**src/rtl/s2p_collect.sv**
```systemverilog
// Serial-to-parallel collector: assembles WIDTH-bit LSB-first frames into a held
// parallel word with valid/ready handoff and a sticky overrun flag.
// Optional: define S2P_COLLECT_DROP_CNT_EN to add an 8-bit saturating drop counter.
module s2p_collect #(
    parameter int WIDTH = 8
) (
    input  logic             t_clk,
    input  logic             r,
    input  logic             sof,
    input  logic             y_in,
    output logic [WIDTH-1:0] word,
    output logic             valid,
    input  logic             ready,
    output logic             ovr,
    output logic             busy
`ifdef S2P_COLLECT_DROP_CNT_EN
    ,
    output logic [7:0]       drop_cnt
`endif
);

    localparam int CW = $clog2(WIDTH + 1);
    localparam logic [CW-1:0] LAST_CNT = CW'(WIDTH - 1);

    typedef enum logic {
        IDLE,
        SHIFT
    } state_t;

    state_t           state_reg;
    logic [CW-1:0]    cnt_reg;
    logic [WIDTH-1:0] sr_reg;
    logic [WIDTH-1:0] sr_next;
    logic [WIDTH-1:0] word_reg;
    logic             valid_reg;
    logic             ovr_reg;
    logic             busy_reg;
    logic             complete;
    logic             load_ok;

    // New bits enter at the MSB; after WIDTH shifts the first bit sits in bit 0.
    assign sr_next  = {y_in, sr_reg[WIDTH-1:1]};
    // A sof in the would-be completion cycle starts a new frame instead.
    assign complete = (state_reg == SHIFT) && !sof && (cnt_reg == LAST_CNT);
    assign load_ok  = !valid_reg || ready;

    always_ff @(posedge t_clk) begin
        if (r) begin
            state_reg <= IDLE;
            cnt_reg   <= '0;
            sr_reg    <= '0;
            word_reg  <= '0;
            valid_reg <= 1'b0;
            ovr_reg   <= 1'b0;
            busy_reg  <= 1'b0;
        end else begin
            if (sof) begin
                sr_reg    <= {y_in, {(WIDTH-1){1'b0}}};
                cnt_reg   <= CW'(1);
                state_reg <= SHIFT;
                busy_reg  <= 1'b1;
            end else if (state_reg == SHIFT) begin
                if (complete) begin
                    sr_reg    <= '0;
                    cnt_reg   <= '0;
                    state_reg <= IDLE;
                    busy_reg  <= 1'b0;
                end else begin
                    sr_reg  <= sr_next;
                    cnt_reg <= cnt_reg + 1'b1;
                end
            end

            if (complete) begin
                if (load_ok) begin
                    word_reg  <= sr_next;
                    valid_reg <= 1'b1;
                end else begin
                    ovr_reg <= 1'b1;
                end
            end else if (valid_reg && ready) begin
                valid_reg <= 1'b0;
            end
        end
    end

    assign word  = word_reg;
    assign valid = valid_reg;
    assign ovr   = ovr_reg;
    assign busy  = busy_reg;

`ifdef S2P_COLLECT_DROP_CNT_EN
    logic [7:0] drop_cnt_reg;

    always_ff @(posedge t_clk) begin
        if (r) begin
            drop_cnt_reg <= 8'd0;
        end else if (complete && !load_ok && (drop_cnt_reg != 8'hFF)) begin
            drop_cnt_reg <= drop_cnt_reg + 8'd1;
        end
    end

    assign drop_cnt = drop_cnt_reg;
`endif

endmodule

```
**config.mk**
```make
export PLATFORM = sky130hd
export DESIGN_NAME = s2p_collect
export DESIGN_NICKNAME = d
export VERILOG_FILES = /design/src/rtl/s2p_collect.sv
export SDC_FILE = /design/constraint.sdc
export NUM_CORES = 1
export LEC_CHECK = 0
export ABC_AREA = 1
export CAP_MARGIN = 20
export CORE_MARGIN = 1.5
export CORE_UTILIZATION = 45
export CTS_CLUSTER_DIAMETER = 150
export DETAILED_ROUTE_END_ITERATION = 6
export GPL_ROUTABILITY_DRIVEN = 1
export HOLD_SLACK_MARGIN = 0.1
export PLACE_DENSITY = 0.77
export SKIP_CTS_REPAIR_TIMING = 1
export SLEW_MARGIN = 5
export SYNTH_ARGS = -nofsm -noshare
export SYNTH_HDL_FRONTEND = slang
export SYNTH_SLANG_ARGS = --single-unit
```
**constraint.sdc**
```tcl
create_clock -name t_clk -period 1.2 [get_ports t_clk]
set_input_delay 0.24 -clock t_clk [delete_from_list [all_inputs] [get_ports t_clk]]
set_output_delay 0.24 -clock t_clk [all_outputs]
set_load 0.01 [all_outputs]
```
==> results of run 1 <==
metal layers:
layer / track usage / up-vias / part of all wire
li1: - / 440 / -
met1: 0.2031 / 386 / 0.45
met2: 0.2626 / 14 / 0.51
met3: 0.03067 / 2 / 0.030
met4: 0.08571 / 0 / 0.0020
met5: 0 / - / 0
layout make-up:
cell class	count	area (µm²)
inverters	8	30.03
well taps	27	33.78
fillers	149	648.1
repair buffers	27	280.3
clock buffers	3	22.52
flip-flops and latches	23	465.4
multi-input cells	85	496.7
clock inverters	1	5.005
cell families (layout without fill, tap and decap cells):
| logic type | after synthesis | in the layout | synth area share |
|---|---|---|---|
| AO/OA/AOI/OAI | 14 | 14 | 0.07622 |
| XOR/XNOR | 1 | 1 | 0.009200 |
| buffers and inverters | 10 | 39 | 0.04204 |
| flip-flops | 23 | 23 | 0.4836 |
| adder cells (fa/ha/maj) | 1 | 1 | 0.01314 |
| AND/OR/NAND/NOR | 68 | 69 | 0.3758 |
critical path, stage by stage (launching register included):
cell and delay (ps):
dfxtp_2 360, ha_4 170, buf_4 140, nand3_4 100
buf_12 130, nand3b_1 80, a21oi_2 120
final timing paths:
| kind | depth (start not counted) | to | slack, ps |
|---|---|---|---|
| setup / recovery | 6 | cnt_reg[0]$_SDFFE_PP0P_ | 20 |
| hold / removal | 2 | sr_reg[1]$_SDFFE_PP0P_ | 480 |
| setup reg to reg | 6 | cnt_reg[0]$_SDFFE_PP0P_ | 20 |
| hold reg to reg | 2 | sr_reg[1]$_SDFFE_PP0P_ | 480 |
cell usage in the layout (no fill, tap or decap), types with 4 or more instances in the layout:
master / n
nand3b_1: 9
nand2_1: 21
clkdlybuf4s50_1: 4
dfxtp_1: 19
buf_4: 11
dfxtp_2: 4
nand3_1: 9
a21oi_1: 9
nor2_1: 20
dlymetal6s2s_1: 11
inv_1: 4
inv_2: 4
report_power, final:
group	switching (mW)	internal, mW
Combinational	0.0549	0.0528
Sequential	0.0122	0.776
Clock	0.225	0.124
==> flow_summary.yaml, run 1 <==
floorplan:
  ioPinCount: 16
  die_area_um2: 2401
  fp.dieH_um: 49
  die_width_um: 49
  rows: 16
  start_util: 0.4804
  core_region_area_um2: 1982
synth:
  ys_seq_area_frac: 0.4836
  synth_common_cells: "dfxtp_1, nand2_1, nor2_1, a21oi_1, nand3_1"
  synth-seq-cells: 23
  synth_edf_count: 0
  synth_cell_types: 19
  syn-num-nets: 123
  synth_ff_type: "dfxtp_1"
  synth.area.top_cells: "dfxtp_1, nand2_1, nor2_1, nand3b_1, a21oi_1"
  yosys.area.top_type_share: 0.4836
  ys.warnings.count: 0
  synth-async-reset-ratio: 0
  synth.most_common_cell: "dfxtp_1"
  syn-cell-area_um2: 952.2
  synthesis.instances: 117
  syn_avg_cell_area_um2: 8.138
  synth.largest_area_cell: "dfxtp_1"
placed_design:
  place_area_um2: 1201
  numPortBuffers: 15
  hpwlAfterDp_um: 1371
  placed_cells: 167
  place_ws_ps: -283.0
  gp_congestion: 0.8018
final_layout:
  final_util: 0.6730
  fin_cells: 174
  largest_register_ffs: 8
  drive_gt1_frac: 0.2517
  design_area_um2: 1334
  final_nets: 154
  syn2layout_area_growth_pct: 40.08
  num_antenna_cells: 0
worst_setup_path:
  cp-startpoint: "cnt_reg[1]$_SDFFE_PP0P_"
  cp_max_fo: 8
  arrival_ps: 1420
  crit_path_end_kind: "flip-flop"
  start_kind: "flip-flop"
  required_ps: 1440
  path_class: "reg2reg"
  r2r_start: "cnt_reg[1]$_SDFFE_PP0P_"
cts:
  clkSinkCount: 23
  clkTransAtPathRegs_ps: 130
  htree_num_levels: 1
  cts_tree: "done"
  clk_latency_ps: 300
  root_buffer: "clkbuf_4"
  cts_inserted_buffers: 3
  cts_buffer_depth: 2
sta:
  worst_slack_ps: 22.59
  finalSetupViolCount: 0
  relSlewSlack: 0.8166
  period_minus_slack_ps: 1177
  period_share: 0.9812
  setup_tns_ps: 0
  hold_viol_final: 0
  worstMarginPinSlew_ps: 274.8
  slew_viol_final: 0
  hold_ws_ps: 484.8
  skew_ps: 4.565
  fmax_mhz: 849.3
global_route:
  grt_pass1_vias: 704
  grt_first_pass_wirelength_um: 3001
  antenna_found_initial: 0
  grt_max_degree: 14
  track_usage: 0.1618
  grt.overflow.total: 0
outcome:
  run_status: "finished, final reports clean"
min_path:
  min_from: "sr_reg[1]$_SDFFE_PP0P_"
  hold_path_class: "reg2reg"
route:
  drt_pass1_iterations: 5
  final_antenna_net_count: 0
  drtIter0Drc: 25
  vias: 842
  wl_per_cell_um: 11.31
  drc: 0
  via_per_inst: 4.839
  drt_wl_total_um: 1968
power:
  cellPowerDensity_nw_per_um2: 933.6
  peakVddDrop_uv: 616.2
  total_power_mw: 1.245
  cellLeakagePower_nw: 0.6772
flow_run:
  maxCapViolCount: 0
(Power assumes the default switching activity.)
==> run 2: changes to the inputs <==
--- a/config.mk
+++ b/config.mk
@@ -14,7 +14,6 @@
 export GPL_ROUTABILITY_DRIVEN = 1
 export HOLD_SLACK_MARGIN = 0.1
 export PLACE_DENSITY = 0.77
-export SKIP_CTS_REPAIR_TIMING = 1
 export SLEW_MARGIN = 5
 export SYNTH_ARGS = -nofsm -noshare
 export SYNTH_HDL_FRONTEND = slang
==> flow_summary.yaml, run 2 (synthesis results as in run 1) <==
outcome:
  run_status: "finished, final reports clean"
floorplan:
  ioPinCount: 16
  rows: 16
  fp.dieH_um: 49
  start_util: 0.4804
  die_width_um: 49
  core_region_area_um2: 1982
  die_area_um2: 2401
route:
  drt_pass1_iterations: 4
  via_per_inst: 4.851
  drc: 0
  drt_wl_total_um: 1907
  vias: 844
  wl_per_cell_um: 10.96
  final_antenna_net_count: 0
  drtIter0Drc: 15
worst_setup_path:
  setup.worst_path.end: "ovr"
  cp_max_fo: 2
  cp-startpoint: "ovr$_SDFFE_PP0P_"
  slowest_delay_ps: 340
  r2r_start: "cnt_reg[1]$_SDFFE_PP0P_"
  start_kind: "flip-flop"
  cp_top_family: "flip-flops"
  cp_slowest_cell: "dfxtp_2"
  worst_r2r_path_depth: 6
  required_ps: 960
  crit_path_end_kind: "output port"
  path_class: "reg2out"
  path_buf_inv: 1
  timing.rr.end: "word[6]$_SDFFE_PP0P_"
  arrival_ps: 920
  path_cells: "dlygate4sd2_1"
  crit_cells: 1
  rrSetupSlack_ps: 90
global_route:
  grt_first_pass_wirelength_um: 3249
  met2_usage: 0.3082
  antenna_found_initial: 0
  grt.overflow.total: 0
  grt_pass1_vias: 756
  grt_util_met3: 0.03374
  use_met1: 0.2031
  track_usage: 0.1761
  grt_max_degree: 14
  gr-max-usage-layer: "met2"
final_layout:
  num_antenna_cells: 0
  drive_gt1_frac: 0.2449
  largest_register_ffs: 8
  mostFrequentLayoutCells: "nand2_1, nor2_1, dfxtp_1"
  fin_cells: 174
  final_nets: 154
  design_area_um2: 1289
  syn2layout_area_growth_pct: 35.35
power:
  clkPwrFrac: 0.279
  combPwrFrac: 0.086
  switchingPower_uw: 289.5
  pwr-share-seq: 0.635
  cellLeakagePower_nw: 0.5119
  peakVddDrop_uv: 705.4
  swShare: 0.2333
  total_power_mw: 1.241
  internal_power_uw: 951.4
  cellPowerDensity_nw_per_um2: 962.9
sta:
  fmax_mhz: 865.3
  slew_viol_final: 0
  rsz0062_at_grt: "false"
  period_share: 0.9630
  skew_ps: 4.008
  hold_ws_ps: 348.6
  relSlewSlack: 0.8147
  hold_viol_final: 0
  period_minus_slack_ps: 1156
  worstMarginPinSlew_ps: 277.7
  finalSetupViolCount: 0
  worst_slack_ps: 44.39
cts:
  clkTransAtPathRegs_ps: 120
  htree_num_levels: 1
  root_buffer: "clkbuf_4"
  cts_buffer_depth: 2
  clkSinkCount: 23
  cts_inserted_buffers: 3
  cts_tree: "done"
  clk_latency_ps: 300
  cts-hold-fix-buffers: 0
placed_design:
  hpwlAfterDp_um: 1371
  placed_cells: 167
  place_ws_ps: -283.0
  gp_congestion: 0.8018
  numPortBuffers: 15
  place_area_um2: 1201
min_path:
  hold_path_class: "in2reg"
flow_run:
  maxCapViolCount: 0
run 2: cell count changes in the layout (fill, tap and decap cells not counted), sizes merged:
cell           change
clkdlybuf4s15      +5
buf                -1
dlymetal6s2s      -10
clkbuf             +1
dlygate4sd2        +5
nand3              +1
clkdlybuf4s50      -1
run 2: power by group through the flow:
stage	combinational [mW]	sequential, mW	clock, mW
2_1_floorplan	0.0507	0.800	0
3_3_place_gp	0.0991	0.801	0
3_5_place_dp	0.100	0.803	0
4_1_cts	0.104	0.789	0.361
5_1_grt	0.119	0.790	0.394
6_report	0.107	0.787	0.346
run 2: final cells by class:
| cell class | instances | area [µm²] |
|---|---|---|
| clock inverter | 1 | 5.005 |
| timing repair buffer | 26 | 227.7 |
| inverter | 8 | 30.03 |
| sequential | 23 | 471.7 |
| tap | 27 | 33.78 |
| fill | 163 | 693.2 |
| multi-input combinational | 86 | 498.0 |
| clock buffer | 3 | 22.52 |
run 2: worst min path at each step:
| stage | cells after the start | startpoint | endpoint |
|---|---|---|---|
| global route | 3 | sof | busy$_SDFFE_PP0P_ |
| finish | 3 | sof | busy$_SDFFE_PP0P_ |
| CTS | 2 | sr_reg[1]$_SDFFE_PP0P_ | sr_reg[1]$_SDFFE_PP0P_ |
| floorplan | 1 | r | cnt_reg[0]$_SDFFE_PP0P_ |
| global placement | 2 | sr_reg[1]$_SDFFE_PP0P_ | sr_reg[1]$_SDFFE_PP0P_ |
| detailed placement | 2 | ovr$_SDFFE_PP0P_ | ovr$_SDFFE_PP0P_ |
run 2: metal layers:
metal,part of all wire,vias up
met3,0.023,2
met4,0.0068,0
met5,0,-
met2,0.51,10
met1,0.46,391
li1,-,441
run 2: stage by stage:
| step | TNS [ps] | util |
|---|---|---|
| detailed placement | -4554 | 0.6061 |
| CTS | 0 | 0.6357 |
| global placement | -3927 | 0.6061 |
| global route | 0 | 0.6503 |
| floorplan | 0 | - |
| finish | 0 | 0.6503 |
run 2: timing repair:
action                                  4_1_cts  5_1_grt
setup buffers                                 1        0
pin swaps                                     3        3
endpoints found under the setup margin       22       17
gates resized for setup                      17       16
gates cloned                                  2        0
==> run 3: changes to the inputs <==
--- a/config.mk
+++ b/config.mk
@@ -6,6 +6,7 @@
 export NUM_CORES = 1
 export LEC_CHECK = 0
 export ABC_AREA = 1
+export ABC_CLOCK_PERIOD_IN_PS = 1200
 export CAP_MARGIN = 20
 export CORE_MARGIN = 1.5
 export CORE_UTILIZATION = 45
@@ -13,7 +14,7 @@
 export DETAILED_ROUTE_END_ITERATION = 6
 export GPL_ROUTABILITY_DRIVEN = 1
 export HOLD_SLACK_MARGIN = 0.1
-export PLACE_DENSITY = 0.77
+export PLACE_DENSITY_LB_ADDON = 0.2
 export SLEW_MARGIN = 5
 export SYNTH_ARGS = -nofsm -noshare
 export SYNTH_HDL_FRONTEND = slang
==> flow_summary.yaml, run 3 (synthesis results as in run 1) <==
sta:
  fmax_mhz: 859.6
  period_minus_slack_ps: 1163
  period_share: 0.9694
  worstMarginPinSlew_ps: 308.1
  slew_viol_final: 0
  hold_viol_final: 0
  worst_slack_ps: 36.70
  skew_ps: 5.391
  finalSetupViolCount: 0
  setup_tns_ps: 0
  relSlewSlack: 0.7944
cts:
  cts_tree: "done"
  cts_inserted_buffers: 3
  cts_buffer_depth: 2
  cts-hold-fix-buffers: 0
  htree_num_levels: 1
  clk_latency_ps: 300
  root_buffer: "clkbuf_4"
  clkTransAtPathRegs_ps: 130
  clkSinkCount: 23
worst_setup_path:
  path_cells: "dlygate4sd2_1"
  worst_r2r_path_depth: 6
  path_class: "reg2out"
  crit_path_end_kind: "output port"
  cp_top_family: "flip-flops"
  r2r_start: "cnt_reg[1]$_SDFFE_PP0P_"
  start_kind: "flip-flop"
  cp-startpoint: "word[2]$_SDFFE_PP0P_"
  path_buf_inv: 1
  required_ps: 960
  arrival_ps: 920
  crit_cells: 1
  timing.rr.end: "word[3]$_SDFFE_PP0P_"
  slowest_delay_ps: 350
  cp_slowest_cell: "dfxtp_1"
  cp_max_fo: 2
  rrSetupSlack_ps: 100
placed_design:
  gp_congestion: 0.7346
  place_ws_ps: -235.8
  hpwlAfterDp_um: 1356
  numPortBuffers: 15
min_path:
  hold_path_class: "reg2reg"
  min_from: "sr_reg[1]$_SDFFE_PP0P_"
  min_path_cells: 2
  hold_end: "sr_reg[1]$_SDFFE_PP0P_"
final_layout:
  syn2layout_area_growth_pct: 34.17
  final_nets: 153
  drive_gt1_frac: 0.2260
  final_util: 0.6446
  mostFrequentLayoutCells: "nand2_1, nor2_1, dfxtp_1"
  num_antenna_cells: 0
  largest_register_ffs: 8
floorplan:
  core_region_area_um2: 1982
  ioPinCount: 16
  die_area_um2: 2401
  fp.dieH_um: 49
  die_width_um: 49
  start_util: 0.4804
  rows: 16
route:
  final_antenna_net_count: 0
  drt_pass1_iterations: 3
  via_per_inst: 4.838
  wl_per_cell_um: 11.25
  vias: 837
  drtIter0Drc: 16
  drc: 0
  drt_wl_total_um: 1946
power:
  peakVddDrop_uv: 582.4
  cellLeakagePower_nw: 0.5170
  cellPowerDensity_nw_per_um2: 971.6
global_route:
  antenna_found_initial: 0
  grt_first_pass_wirelength_um: 3339
  track_usage: 0.1747
  grt.overflow.total: 0
  grt_max_degree: 14
  grt_pass1_vias: 799
flow_run:
  maxCapViolCount: 0
outcome:
  run_status: "finished, final reports clean"
## run 3: how the worst max path moves through the flow
| stage | end |
|---|---|
| final | word[2] |
| after global routing | word[3]$_SDFFE_PP0P_ |
| after CTS | valid |
| after detailed placement | word[2]$_SDFFE_PP0P_ |
| after global placement | word[1]$_SDFFE_PP0P_ |
| after floorplan | word[0]$_SDFFE_PP0P_ |
## run 3: report_power, final
part           switching (mW)  internal (mW)
clock network           0.226          0.124
logic                  0.0546         0.0488
registers              0.0116          0.776
total                   0.292          0.949
## run 3: worst reg2reg max path: cells and delay by family, from the launching register on
family | cells | cell delay, ps
DFF | 1 | 380
and+or+nand+nor | 5 | 460
adders and majority gates | 1 | 170
## run 3: layout make-up
cell class / instances / area (µm²)
Inverter: 8 / 30.03
Multi-Input combinational cell: 85 / 483.0
Timing Repair Buffer: 26 / 235.2
Tap cell: 27 / 33.78
Clock inverter: 1 / 5.005
Sequential cell: 23 / 467.9
Fill cell: 178 / 704.4
Clock buffer: 3 / 22.52
## run 3: metrics by stage
step	area, µm²	cells	total power, mW	hold slack [ps]
CTS	1239	171	1.249	470.6
floorplan	952.2	117	0.8511	309.1
global placement	1186	165	0.8988	456.4
detailed placement	1186	165	0.9007	451.6
finish	1277	173	1.241	469.0
global route	1277	173	1.292	510.7
## run 3: repair_timing
action                                  in CTS  in global routing
resized for setup                           15                  9
hold endpoints to repair                     0                  0
gates cloned                                 1                  0
endpoints found under the setup margin      21                 13
pin swaps                                    1                  4
setup buffers                                1                  2
## run 3: per-layer routing
metal  part of all wire  GRT usage
met1               0.45     0.2012
met2               0.52     0.3265
met3              0.022    0.03067
met4             0.0072    0.05238
met5                  0          0
